### src/rtl/cmp42_mult_seq_if.sv
// Operand/result handshake bundle for cmp42_mult_seq.
// The producer/consumer side uses the master modport; the multiplier uses slave.
interface cmp42_mult_seq_if #(
  parameter int W = 8
);
  logic           in_valid;
  logic           in_ready;
  logic [W-1:0]   in_a;
  logic [W-1:0]   in_b;
  logic           flush;
  logic           out_valid;
  logic           out_ready;
  logic [2*W-1:0] out_p;
  logic           out_sat;

  modport master (
    output in_valid, in_a, in_b, flush, out_ready,
    input  in_ready, out_valid, out_p, out_sat
  );

  modport slave (
    input  in_valid, in_a, in_b, flush, out_ready,
    output in_ready, out_valid, out_p, out_sat
  );
endinterface

### src/rtl/cmp42_mult_seq.sv
// Iterative W x W multiplier folding four partial-product rows per cycle through a
// row of approximate 4:2 compressors. Define CMP42_EXACT_EN for an exact-sum build.
module cmp42_mult_seq #(
  parameter int W = 8
) (
  input  logic              clk,
  input  logic              rst_n,
  cmp42_mult_seq_if.slave   bus
);

  localparam int NG = W / 4;
  localparam int GW = (NG > 1) ? $clog2(NG) : 1;
  localparam int PW = 2 * W;

  typedef enum logic [1:0] {
    IDLE = 2'd0,
    RUN  = 2'd1,
    DONE = 2'd2
  } state_t;

  state_t               state;
  state_t               state_next;

  logic [W-1:0]         a_reg;
  logic [W-1:0]         b_reg;
  logic [PW-1:0]        acc;
  logic                 sat_acc;
  logic [GW-1:0]        grp;
  logic [PW-1:0]        p_reg;
  logic                 sat_reg;

  logic                 accept;
  logic                 last_grp;
  logic [3:0][PW-1:0]   row;
  logic [PW-1:0]        acc_next;
  logic                 grp_sat;

  // flush outranks the input handshake, so a flushed IDLE cycle accepts nothing.
  assign accept   = (state == IDLE) && bus.in_valid && !bus.flush;
  assign last_grp = (grp == GW'(NG - 1));

  // Partial-product rows of the current group, already aligned to their weight.
  always_comb begin
    row = '0;
    for (int j = 0; j < 4; j++) begin
      if (b_reg[4 * int'(grp) + j]) begin
        row[j] = {{W{1'b0}}, a_reg} << (4 * int'(grp) + j);
      end
    end
  end

`ifdef CMP42_EXACT_EN
  always_comb begin
    acc_next = acc + row[0] + row[1] + row[2] + row[3];
    grp_sat  = 1'b0;
  end
`else
  logic [PW-1:0] cmp_s;
  logic [PW-1:0] cmp_c;

  // Each column saturates at 3: sum + 2*carry = min(popcount, 3), no lateral carry.
  always_comb begin
    cmp_s    = (row[0] & row[1] & row[2]) | (row[0] ^ row[1] ^ row[2] ^ row[3]);
    cmp_c    = (row[0] & row[1]) | (row[2] & row[3]) |
               ((row[0] ^ row[1]) & (row[2] ^ row[3]));
    acc_next = acc + cmp_s + (cmp_c << 1);
    grp_sat  = |(row[0] & row[1] & row[2] & row[3]);
  end
`endif

  always_ff @(posedge clk or negedge rst_n) begin
    if (!rst_n) begin
      state <= IDLE;
    end else begin
      state <= state_next;
    end
  end

  // NOTE: every signal driven here gets a default first, so no path can infer a latch.
  always_comb begin
    state_next = state;
    unique case (state)
      IDLE:    if (accept)        state_next = RUN;
      RUN:     if (last_grp)      state_next = DONE;
      DONE:    if (bus.out_ready) state_next = IDLE;
      default:                    state_next = IDLE;
    endcase
    if (bus.flush) state_next = IDLE;
  end

  // NOTE: state is updated with non-blocking assignments so every register samples
  // pre-edge values; blocking here would create order-dependent simulation races.
  always_ff @(posedge clk or negedge rst_n) begin
    if (!rst_n) begin
      a_reg   <= '0;
      b_reg   <= '0;
      acc     <= '0;
      sat_acc <= 1'b0;
      grp     <= '0;
      p_reg   <= '0;
      sat_reg <= 1'b0;
    end else begin
      if (accept) begin
        a_reg   <= bus.in_a;
        b_reg   <= bus.in_b;
        acc     <= '0;
        sat_acc <= 1'b0;
        grp     <= '0;
      end
      if ((state == RUN) && !bus.flush) begin
        acc     <= acc_next;
        sat_acc <= sat_acc | grp_sat;
        grp     <= last_grp ? '0 : grp + GW'(1);
        // Result registers load only on the RUN->DONE transition and hold otherwise.
        if (last_grp) begin
          p_reg   <= acc_next;
          sat_reg <= sat_acc | grp_sat;
        end
      end
    end
  end

  assign bus.in_ready  = (state == IDLE);
  assign bus.out_valid = (state == DONE);
  assign bus.out_p     = p_reg;
  assign bus.out_sat   = sat_reg;

endmodule

### src/flat_wrapper.sv
// flat-port wrapper written by rule: the top's interface ports become plain ports
module cmp42_mult_seq_flat 
#(
  parameter int W = 8
)
  (clk, rst_n, bus_in_valid, bus_in_a, bus_in_b, bus_flush, bus_out_ready, bus_in_ready, bus_out_valid, bus_out_p, bus_out_sat);
  cmp42_mult_seq_if #(.W(W)) bus_i ();
  input  logic clk;
  input  logic rst_n;
  input wire logic [$bits(bus_i.in_valid)-1:0] bus_in_valid;
  input wire logic [$bits(bus_i.in_a)-1:0] bus_in_a;
  input wire logic [$bits(bus_i.in_b)-1:0] bus_in_b;
  input wire logic [$bits(bus_i.flush)-1:0] bus_flush;
  input wire logic [$bits(bus_i.out_ready)-1:0] bus_out_ready;
  output wire logic [$bits(bus_i.in_ready)-1:0] bus_in_ready;
  output wire logic [$bits(bus_i.out_valid)-1:0] bus_out_valid;
  output wire logic [$bits(bus_i.out_p)-1:0] bus_out_p;
  output wire logic [$bits(bus_i.out_sat)-1:0] bus_out_sat;
  assign bus_i.in_valid = bus_in_valid;
  assign bus_i.in_a = bus_in_a;
  assign bus_i.in_b = bus_in_b;
  assign bus_i.flush = bus_flush;
  assign bus_i.out_ready = bus_out_ready;
  assign bus_in_ready = bus_i.in_ready;
  assign bus_out_valid = bus_i.out_valid;
  assign bus_out_p = bus_i.out_p;
  assign bus_out_sat = bus_i.out_sat;
  cmp42_mult_seq #(.W(W)) u_core (.clk(clk), .rst_n(rst_n), .bus(bus_i));
endmodule
### config.mk
export PLATFORM = sky130hd
export DESIGN_NAME = cmp42_mult_seq_flat
export DESIGN_NICKNAME = d
export VERILOG_FILES = /design/src/rtl/cmp42_mult_seq_if.sv /design/src/rtl/cmp42_mult_seq.sv /design/src/flat_wrapper.sv
export SDC_FILE = /design/constraint.sdc
export NUM_CORES = 1
export LEC_CHECK = 0
export CAP_MARGIN = 20
export CORE_MARGIN = 2
export CORE_UTILIZATION = 50
export DETAILED_ROUTE_END_ITERATION = 7
export PLACE_DENSITY = 0.71
export SLEW_MARGIN = 20
export SYNTH_ARGS = -nofsm -noshare
export SYNTH_HDL_FRONTEND = slang
export SYNTH_SLANG_ARGS = --single-unit
export TNS_END_PERCENT = 10
### constraint.sdc
create_clock -name clk -period 10.1 [get_ports clk]
set_input_delay 1.01 -clock clk [delete_from_list [all_inputs] [get_ports clk]]
set_output_delay 1.01 -clock clk [all_outputs]
set_load 0.02 [all_outputs]
======== After elaboration in Yosys (flattened, before gate mapping) ========
Cells that the tools add are included.
word-level totals
  register bits after elaboration ......... 53
  latch bits .............................. 0
  memory bits (writable) .................. 0
  ROM bits ................................ 0
  input port bits ......................... 21
  output and inout bits ................... 19
  logic and storage cells ................. 75
  memories ................................ 0
operators by class
  add/sub/neg operators ................... 6
  multipliers ............................. 0
  divide/modulo/power cells ............... 0
  order comparisons ....................... 4
  equality and inequality tests ........... 5
  shift-type cells ........................ 4
  muxes and demuxes ....................... 26
  bitwise logic cells ..................... 13
  reduce and logical (&&, ||, !) cells .... 9
operator list
  kind                 number
  $lt 32x5->1 const B  3
  $mux 16              6
  $shl 8x32->16        3
  $and 16x16->16       3
  $xor 16x16->16       3
  $add 16x16->16       2
  $and 15x15->15       2
  $or 15x15->15        2
  $or 16x16->16        1
  $reduce_or 16->1     1
  $shl 8x3->16         1
  $xor 15x15->15       1
  $mux 1               12
  $bmux 1 s3           3
  $add 3x2->4 const B  2
  $mux 2               4
  $ne 3x2->1 const B   2
  $pmux 2 s3           1
  $add 3x1->4 const B  1
  $lt 3x4->1 const B   1
  $logic_and 1x1->1    3
  $ne 3x3->1 const B   1
  $reduce_and 3->1     1
  $eq 2x1->1 const B   1
  other kinds (7)      7

======== Longest topological paths before layout ========
Gate-level depths: netlist of the first run.
  word-level depth ........................ 12
  depth in mapped cells ................... 20
  depth with buffers taken out ............ 16

======== Worst setup path before layout of the first run ========
No wires, ideal clock.
  path kind ............................... register to register
  start ................................... register u_core.grp
  end ..................................... register u_core.acc[8]
  library setup time ...................... 0.122 ns
  data arrival time ....................... 4.024 ns
  required time ........................... 9.978 ns
  setup slack ............................. 5.954 ns
  cell stages (with the launch flop) ...... 19
  path buffers ............................ 4
  clock period less this slack ............ 4.146 ns
  path through ............................ dfrtp_1 > buf_2 > buf_2 > clkbuf_1 > buf_2 > o21ai_0 > ha_1 > xor2_1 > nor3_1 > a21o_1 > fa_1 > inv_1 > ha_1 > a21o_1 > a21oi_2 > a21boi_1 > o21a_1 > or3_1 > a32o_1
between the ends
  longest elaborated chain between the ends .. 12
  elaborated cells on any way between the ends .. 36
  classes of those cells .................. add/sub (5); shift (4); mux (16); bitwise (11)
ends and longest elaborated chain
  element                                    RTL line                                    source
  start, declared                            cmp42_mult_seq.sv:28                        logic [GW-1:0] grp;
  start signal, assigned                     cmp42_mult_seq.sv:113                       grp <= last_grp ? '0 : grp + GW'(1);
  $add 3x1->4                                cmp42_mult_seq.sv:46, cmp42_mult_seq.sv:47
  $bmux 1 s3                                 cmp42_mult_seq.sv:46                        if (b_reg[4 * int'(grp) + j]) begin
  $mux 1 (implied by the code) (2 in a row)  cmp42_mult_seq.sv:46
  $mux 16                                    cmp42_mult_seq.sv:46
  $xor 16x16->16 (3 in a row)                cmp42_mult_seq.sv:63                        cmp_s = (row[0] & row[1] & row[2]) | (row[0] ^ row[1] ^ row[2] ^ row[3]);
  $or 16x16->16                              cmp42_mult_seq.sv:63
  $add 16x16->16                             cmp42_mult_seq.sv:66                        acc_next = acc + cmp_s + (cmp_c << 1);
  $add 16x16->16 (*)                         cmp42_mult_seq.sv:66
  $mux 16 (*)                                cmp42_mult_seq.sv:110                       if ((state == RUN) && !bus.flush) begin
  end signal, assigned                       cmp42_mult_seq.sv:111                       acc <= acc_next;
  end, declared                              cmp42_mult_seq.sv:26                        logic [PW-1:0] acc;
Every way passes the cells marked *; elsewhere a longest branch is shown, timed or not. The select of a mux whose other input is x is not followed.
A chain may end at the register's enable or synchronous reset.

======== Final worst setup path of the first run ========
  start ................................... register u_core.grp
  end ..................................... register u_core.p_reg[15] (netlist: u_core.bus.out_p[15])
between the ends
  longest elaborated chain between the ends .. 11
  elaborated cells on any way between the ends .. 36
  classes of those cells .................. add/sub (5); shift (4); mux (15); bitwise (11); reduce/logical (1)
ends and longest elaborated chain
  element                                    RTL line                                    source
  $add 3x1->4                                cmp42_mult_seq.sv:46, cmp42_mult_seq.sv:47
  $bmux 1 s3                                 cmp42_mult_seq.sv:46
  $mux 1 (implied by the code) (2 in a row)  cmp42_mult_seq.sv:46
  $mux 16                                    cmp42_mult_seq.sv:46
  $xor 16x16->16 (3 in a row)                cmp42_mult_seq.sv:63
  $or 16x16->16                              cmp42_mult_seq.sv:63
  $add 16x16->16 (2 in a row)                cmp42_mult_seq.sv:66
  end signal, assigned                       cmp42_mult_seq.sv:116                       p_reg <= acc_next;
  end, declared                              cmp42_mult_seq.sv:29                        logic [PW-1:0] p_reg;
Parallel ways exist; a longest one is shown, timed or not. The select of a mux whose other input is x is not followed.

==> impl_metrics.env, run 1 <==
export IMPL_yosys_warnings=0
export IMPL_final_common_cell="dfrtp_1"
export IMPL_skew_ps=8.342
export IMPL_holdWs_ps=492.0
export IMPL_nNetsFinal=542
export IMPL_r2r_start="u_core.grp"
export IMPL_cp_data_arrival_time_ps=4850
export IMPL_drtPass1Iterations=5
export IMPL_fill_cells=748
export IMPL_pwr_density_cell_nw_per_um2=344.5
export IMPL_synthArstFlopShare_pct=100.0
export IMPL_viasPerCell=5.730
export IMPL_remaining_drc_errors=0
export IMPL_cts_htree_levels=2
export IMPL_wirelength_um=9387
export IMPL_drtIter0Drc=188
export IMPL_synth_area_um2=4174
export IMPL_io_pins=40
export IMPL_core_area_um2=8134
export IMPL_hpwlAfterDp_um=6964
export IMPL_fin_tns_setup_ps=0
export IMPL_finalCritPeriodShare_pct=45.69
export IMPL_root_buffer="clkbuf_8"
export IMPL_vdd_drop_max_v=0.0002012
export IMPL_run_status="finished clean"
export IMPL_start_util_pct=51.32
export IMPL_drv_cap=0
export IMPL_tightest_slew_ps=1035
export IMPL_rrSetupSlack_ps=5480
export IMPL_wl_per_cell_um=16.24
export IMPL_synth_edf_count=0
export IMPL_std_cell_rows=33
export IMPL_routabilityCongestion=0.8619
export IMPL_cts_sinks=53
export IMPL_portBuffers=39
export IMPL_die_w_um=95.37
export IMPL_hold_violations=0
export IMPL_startpoint="u_core.grp"
export IMPL_cts_tree="yes"
export IMPL_synth_distinct_cells=56
export IMPL_dieHeight_um=95.37
export IMPL_cts_hold_buf=0
export IMPL_grt_first_pass_wirelength_um=16070
export IMPL_syn_inst=442
export IMPL_vias=3312
export IMPL_finalMaxSlewViolations=0
export IMPL_antenna_found_initial=0
export IMPL_ys_seq_area_share_pct=31.77
export IMPL_finalSetupViolations=0
export IMPL_worst_path_max_fanout=26
export IMPL_clock_latency_ps=320
export IMPL_grt_overflow_total=0
export IMPL_critPathCaptureType="flip-flop"
export IMPL_relSlewSlack_pct=30.81
export IMPL_ff2ff_path_depth=17
export IMPL_clock_fmax_mhz=216.7
export IMPL_layoutNonFillerInstCount=578
export IMPL_cts_buffers_inserted=5
export IMPL_placedCellCount=570
export IMPL_syn_to_final_growth_pct=14.15
export IMPL_first_global_vias=3280
export IMPL_worstSetupPathType="flip-flop to flip-flop"
export IMPL_cts_resized=0
export IMPL_clk_pin_slew_ps=100
export IMPL_cp_start_kind="flip-flop"
export IMPL_post_cts_buffers=0
export IMPL_multi_input_area_um2=2608
export IMPL_drive_gt1_share_pct=9.302
export IMPL_hold_class="flip-flop to flip-flop"
export IMPL_cp_endpoint="u_core.bus.out_p[15]"
export IMPL_drtAntennaViolNets=0
export IMPL_syn_nets=512
export IMPL_rsz0062_at_grt="no"
export IMPL_synth_flop_cell="dfrtp_1"
export IMPL_synth_seq_cells=53
export IMPL_layout_common_cells="dfrtp_1, nand2_1, inv_1"
export IMPL_syn_mean_instance_area_um2=9.443
export IMPL_track_usage_pct=22.45
export IMPL_p_leak_nw=2.283
export IMPL_clock_path_buffers=2
export IMPL_antenna_cells=0
export IMPL_die_area_um2=9094
export IMPL_fin_crit_ps=4615
export IMPL_reg2reg_to="u_core.bus.out_p[15]"
export IMPL_register_area_um2=1326
export IMPL_utilization_pct=58.58
export IMPL_crit_required_ps=10330
export IMPL_grt_max_degree=54
==> critical path, stage by stage, from the launching register on <==
cell and delay [ps]:
dfrtp_1 640, buf_4 340, nor2b_1 400, and2_1 200
ha_1 220, inv_1 80, xnor2_1 150, nor3_1 70
a21o_1 170, fa_1 500, inv_1 40, ha_1 340
nor2b_4 150, o31ai_2 330, a211oi_1 190, a211oi_4 320
xnor3_1 290, o21ai_2 110
==> report_power, final <==
group	switching, mW	internal, mW	leakage (nW)
combinational	0.628	0.483	1.54
sequential	0.0782	0.278	0.677
clock	0.0757	0.0985	0.0681
==> Yosys cell counts, types with 2 or more instances <==
cell / count / area [um^2]
a21oi_1: 12 / 60.06
nor3_1: 8 / 40.04
buf_2: 9 / 45.04
and2_1: 12 / 75.07
xor2_1: 11 / 96.34
nor2b_1: 9 / 56.30
inv_1: 42 / 157.7
nand4_1: 3 / 18.77
mux2_2: 20 / 225.2
a21o_1: 11 / 82.58
dfrtp_1: 53 / 1326
nand2_1: 44 / 165.2
nor2_1: 7 / 26.28
and3_1: 16 / 100.1
xnor2_1: 8 / 70.07
o21ai_0: 33 / 165.2
buf_1: 3 / 11.26
nor3b_1: 3 / 22.52
a32oi_1: 2 / 17.52
nand2b_1: 4 / 25.02
o21ai_1: 3 / 15.01
o21a_1: 3 / 22.52
nand3_1: 10 / 50.05
a32o_1: 12 / 120.1
a22o_1: 4 / 35.03
a31oi_1: 4 / 25.02
clkbuf_1: 7 / 26.28
nand3b_1: 5 / 37.54
o31ai_1: 2 / 15.01
a211oi_1: 6 / 45.04
fa_1: 16 / 320.3
a21boi_0: 3 / 22.52
ha_1: 33 / 412.9
a21boi_1: 2 / 15.01
==> logic make-up after synthesis <==
kind of cell	Yosys count	share of synthesized area (%)
adders and majority gates	50	17.81
and+or+nand+nor	128	16.28
DFF	53	31.77
muxes	21	5.636
xor gates and xnor gates	20	4.526
AOI/OAI and AO/OA	109	18.23
buffers and inverters	61	5.755
==> layout make-up <==
| type | count | share of cell area, % |
|---|---|---|
| Multi-Input combinational cell | 328 | 54.73 |
| Sequential cell | 53 | 27.84 |
| Timing Repair Buffer | 42 | 8.561 |
| Inverter | 42 | 3.309 |
| Tap cell | 105 | 2.757 |
| Clock buffer | 5 | 1.444 |
| Clock inverter | 3 | 1.366 |
==> worst min-delay path by stage <==
stage | start | endpoint | slack, ps | depth (start not counted)
after floorplan | u_core.acc[10] | u_core.acc[10] | 450 | 2
after global placement | u_core.bus.out_p[14] | u_core.bus.out_p[14] | 460 | 2
after detailed placement | u_core.bus.out_p[12] | u_core.bus.out_p[12] | 470 | 2
after CTS | u_core.bus.out_p[12] | u_core.bus.out_p[12] | 500 | 2
after global routing | u_core.bus.out_p[7] | u_core.bus.out_p[7] | 520 | 2
final | u_core.bus.out_p[14] | u_core.bus.out_p[14] | 490 | 2
==> stage by stage <==
step                cell area (um^2)  power, mW  setup WS [ps]
detailed placement              4631      1.466           5595
global placement                4631      1.439           5703
floorplan                       4174      1.189           5954
global route                    4765      1.818           5151
CTS                             4765      1.650           5559
finish                          4765      1.641           5485
==> metal layers <==
metal / vias to the layer above / GRT usage [%] / wire length (um)
li1: 1613 / - / -
met1: 1621 / 31.28 / 4325
met2: 68 / 36.97 / 4571
met3: 10 / 2.767 / 366
met4: 0 / 5.918 / 124
met5: - / 0 / 0
(Power assumes the default switching activity.)
==> inputs of run 2 (changes only) <==
PLACE_DENSITY = 0.74   (was 0.71)
clock period = 4.2 ns   (was 10.1 ns; I/O delays follow)
==> impl_metrics.env, run 2 (same netlist as run 1, synthesis figures left out) <==
export IMPL_cts_hold_buf=0
export IMPL_cts_tree="yes"
export IMPL_clock_latency_ps=310
export IMPL_first_global_vias=3200
export IMPL_drive_gt1_share_pct=10.53
export IMPL_wl_per_cell_um=16.20
export IMPL_track_usage_pct=22.09
export IMPL_fill_cells=707
export IMPL_final_area_um2=4750
export IMPL_syn_to_final_growth_pct=13.79
export IMPL_p_leak_nw=2.272
export IMPL_pwr_density_cell_nw_per_um2=810.1
export IMPL_fin_crit_ps=3959
export IMPL_clock_fmax_mhz=252.6
export IMPL_drv_cap=0
export IMPL_rsz0062_at_grt="no"
export IMPL_core_area_um2=8134
export IMPL_root_buffer="clkbuf_8"
export IMPL_antenna_found_initial=0
export IMPL_layout_setup_ws_ps=241.0
export IMPL_drtPass1Iterations=5
export IMPL_io_pins=40
export IMPL_portBuffers=39
export IMPL_worstSetupPathType="flip-flop to flip-flop"
export IMPL_crit_required_ps=4410
export IMPL_vdd_drop_max_v=0.0003692
export IMPL_clk_pin_slew_ps=100
export IMPL_grt_max_degree=54
export IMPL_clock_path_buffers=2
export IMPL_grt_overflow_total=0
export IMPL_vias=3353
export IMPL_drtIter0Drc=262
export IMPL_cp_data_arrival_time_ps=4170
export IMPL_start_util_pct=51.32
export IMPL_final_common_cell="dfrtp_1"
export IMPL_viasPerCell=5.781
export IMPL_finalCritPeriodShare_pct=94.26
export IMPL_critPathCaptureType="flip-flop"
export IMPL_die_w_um=95.37
export IMPL_remaining_drc_errors=0
export IMPL_dieHeight_um=95.37
export IMPL_hold_class="input pin to asynchronous set/reset pin"
export IMPL_finalSetupViolations=0
export IMPL_drtAntennaViolNets=0
export IMPL_std_cell_rows=33
export IMPL_fin_tns_setup_ps=0
export IMPL_die_area_um2=9094
export IMPL_nNetsFinal=544
export IMPL_finalMaxSlewViolations=0
export IMPL_post_place_ws_ps=160.6
export IMPL_wirelength_um=9397
export IMPL_tightest_slew_ps=850.8
export IMPL_cp_start_kind="flip-flop"
export IMPL_routabilityCongestion=0.9281
export IMPL_antenna_cells=0
export IMPL_worst_path_max_fanout=7
export IMPL_grt_first_pass_wirelength_um=15590
export IMPL_holdWs_ps=220.6
export IMPL_placed_area_um2=4646
export IMPL_cts_buffers_inserted=5
export IMPL_post_cts_buffers=0
export IMPL_cts_sinks=53
export IMPL_hpwlAfterDp_um=7108
export IMPL_relSlewSlack_pct=43.22
export IMPL_skew_ps=6.667
export IMPL_run_status="finished clean"
export IMPL_hold_violations=0
export IMPL_layout_common_cells="dfrtp_1, nand2_1, inv_1"
export IMPL_cts_htree_levels=2
-- run 2: timing repair --
item / CTS / global route
setup endpoints to repair: 0 / 6
gates resized for setup: 0 / 5
hold endpoints to repair: 0 / 0
-- run 2: critical path, cell delays in order, from the launching register on --
cell      delay (ps)
dfrtp_1          490
nor2b_2          220
and2_1           170
ha_1             270
inv_1             60
maj3_1           340
nor2b_1          150
fa_1             530
inv_1             50
ha_1             350
a21o_1           190
a21oi_2          200
a21boi_1          90
o21a_1           180
or3_1            330
a32o_1           260
-- run 2: metrics by stage --
step           std cells  power, mW  utilization [%]
6_report             580      3.848            58.39
2_1_floorplan        442      2.859                -
4_1_cts              580      3.840            58.18
3_3_place_gp         572      3.480            57.11
5_1_grt              580      4.241            58.39
3_5_place_dp         572      3.531            57.11
-- run 2: final timing paths --
kind	startpoint	to	slack [ps]	cells after the start
setup / recovery	u_core.a_reg[3]	u_core.acc[8]	240	15
hold / removal	rst_n	u_core.bus.out_p[4]	220	2
setup reg to reg	u_core.a_reg[3]	u_core.acc[8]	240	15
hold reg to reg	u_core.bus.out_p[14]	u_core.bus.out_p[14]	490	2
max in group asynchronous	rst_n	u_core.a_reg[4]	3520	2
min in group clk	u_core.bus.out_p[14]	u_core.bus.out_p[14]	490	2
-- run 2: layer usage --
layer  wire length (um)  GRT usage, %  part of all wire [%]  up-vias
met5                  0             0                     0        -
met4                187         7.367                   2.0        0
met3                450         3.399                   4.8       16
met2               4576         36.97                    49       98
met1               4182         29.20                    45     1623
li1                   -             -                     -     1616
-- run 2: final cells by class --
type	instances	area (um^2)	area share (%)
inverters	42	157.7	3.319
multi-input cells	328	2621	55.19
clock inverters	3	17.52	0.3688
well taps	105	131.4	2.766
flip-flops and latches	53	1326	27.92
clock buffers	5	68.82	1.449
repair buffers	44	426.7	8.983
-- run 2: power breakdown --
group          internal [mW]  total [mW]  leakage, nW  switching [mW]
sequential             0.669       0.838        0.677           0.169
clock                  0.116       0.295       0.0439           0.179
combinational           1.17        2.72         1.55            1.55
total                   1.95        3.85         2.27            1.89
==> inputs of run 3 (changes only) <==
CAP_MARGIN = default   (was 20)
==> results of run 3 <==
Final layout, timing and power as in run 2 (identical DEF).
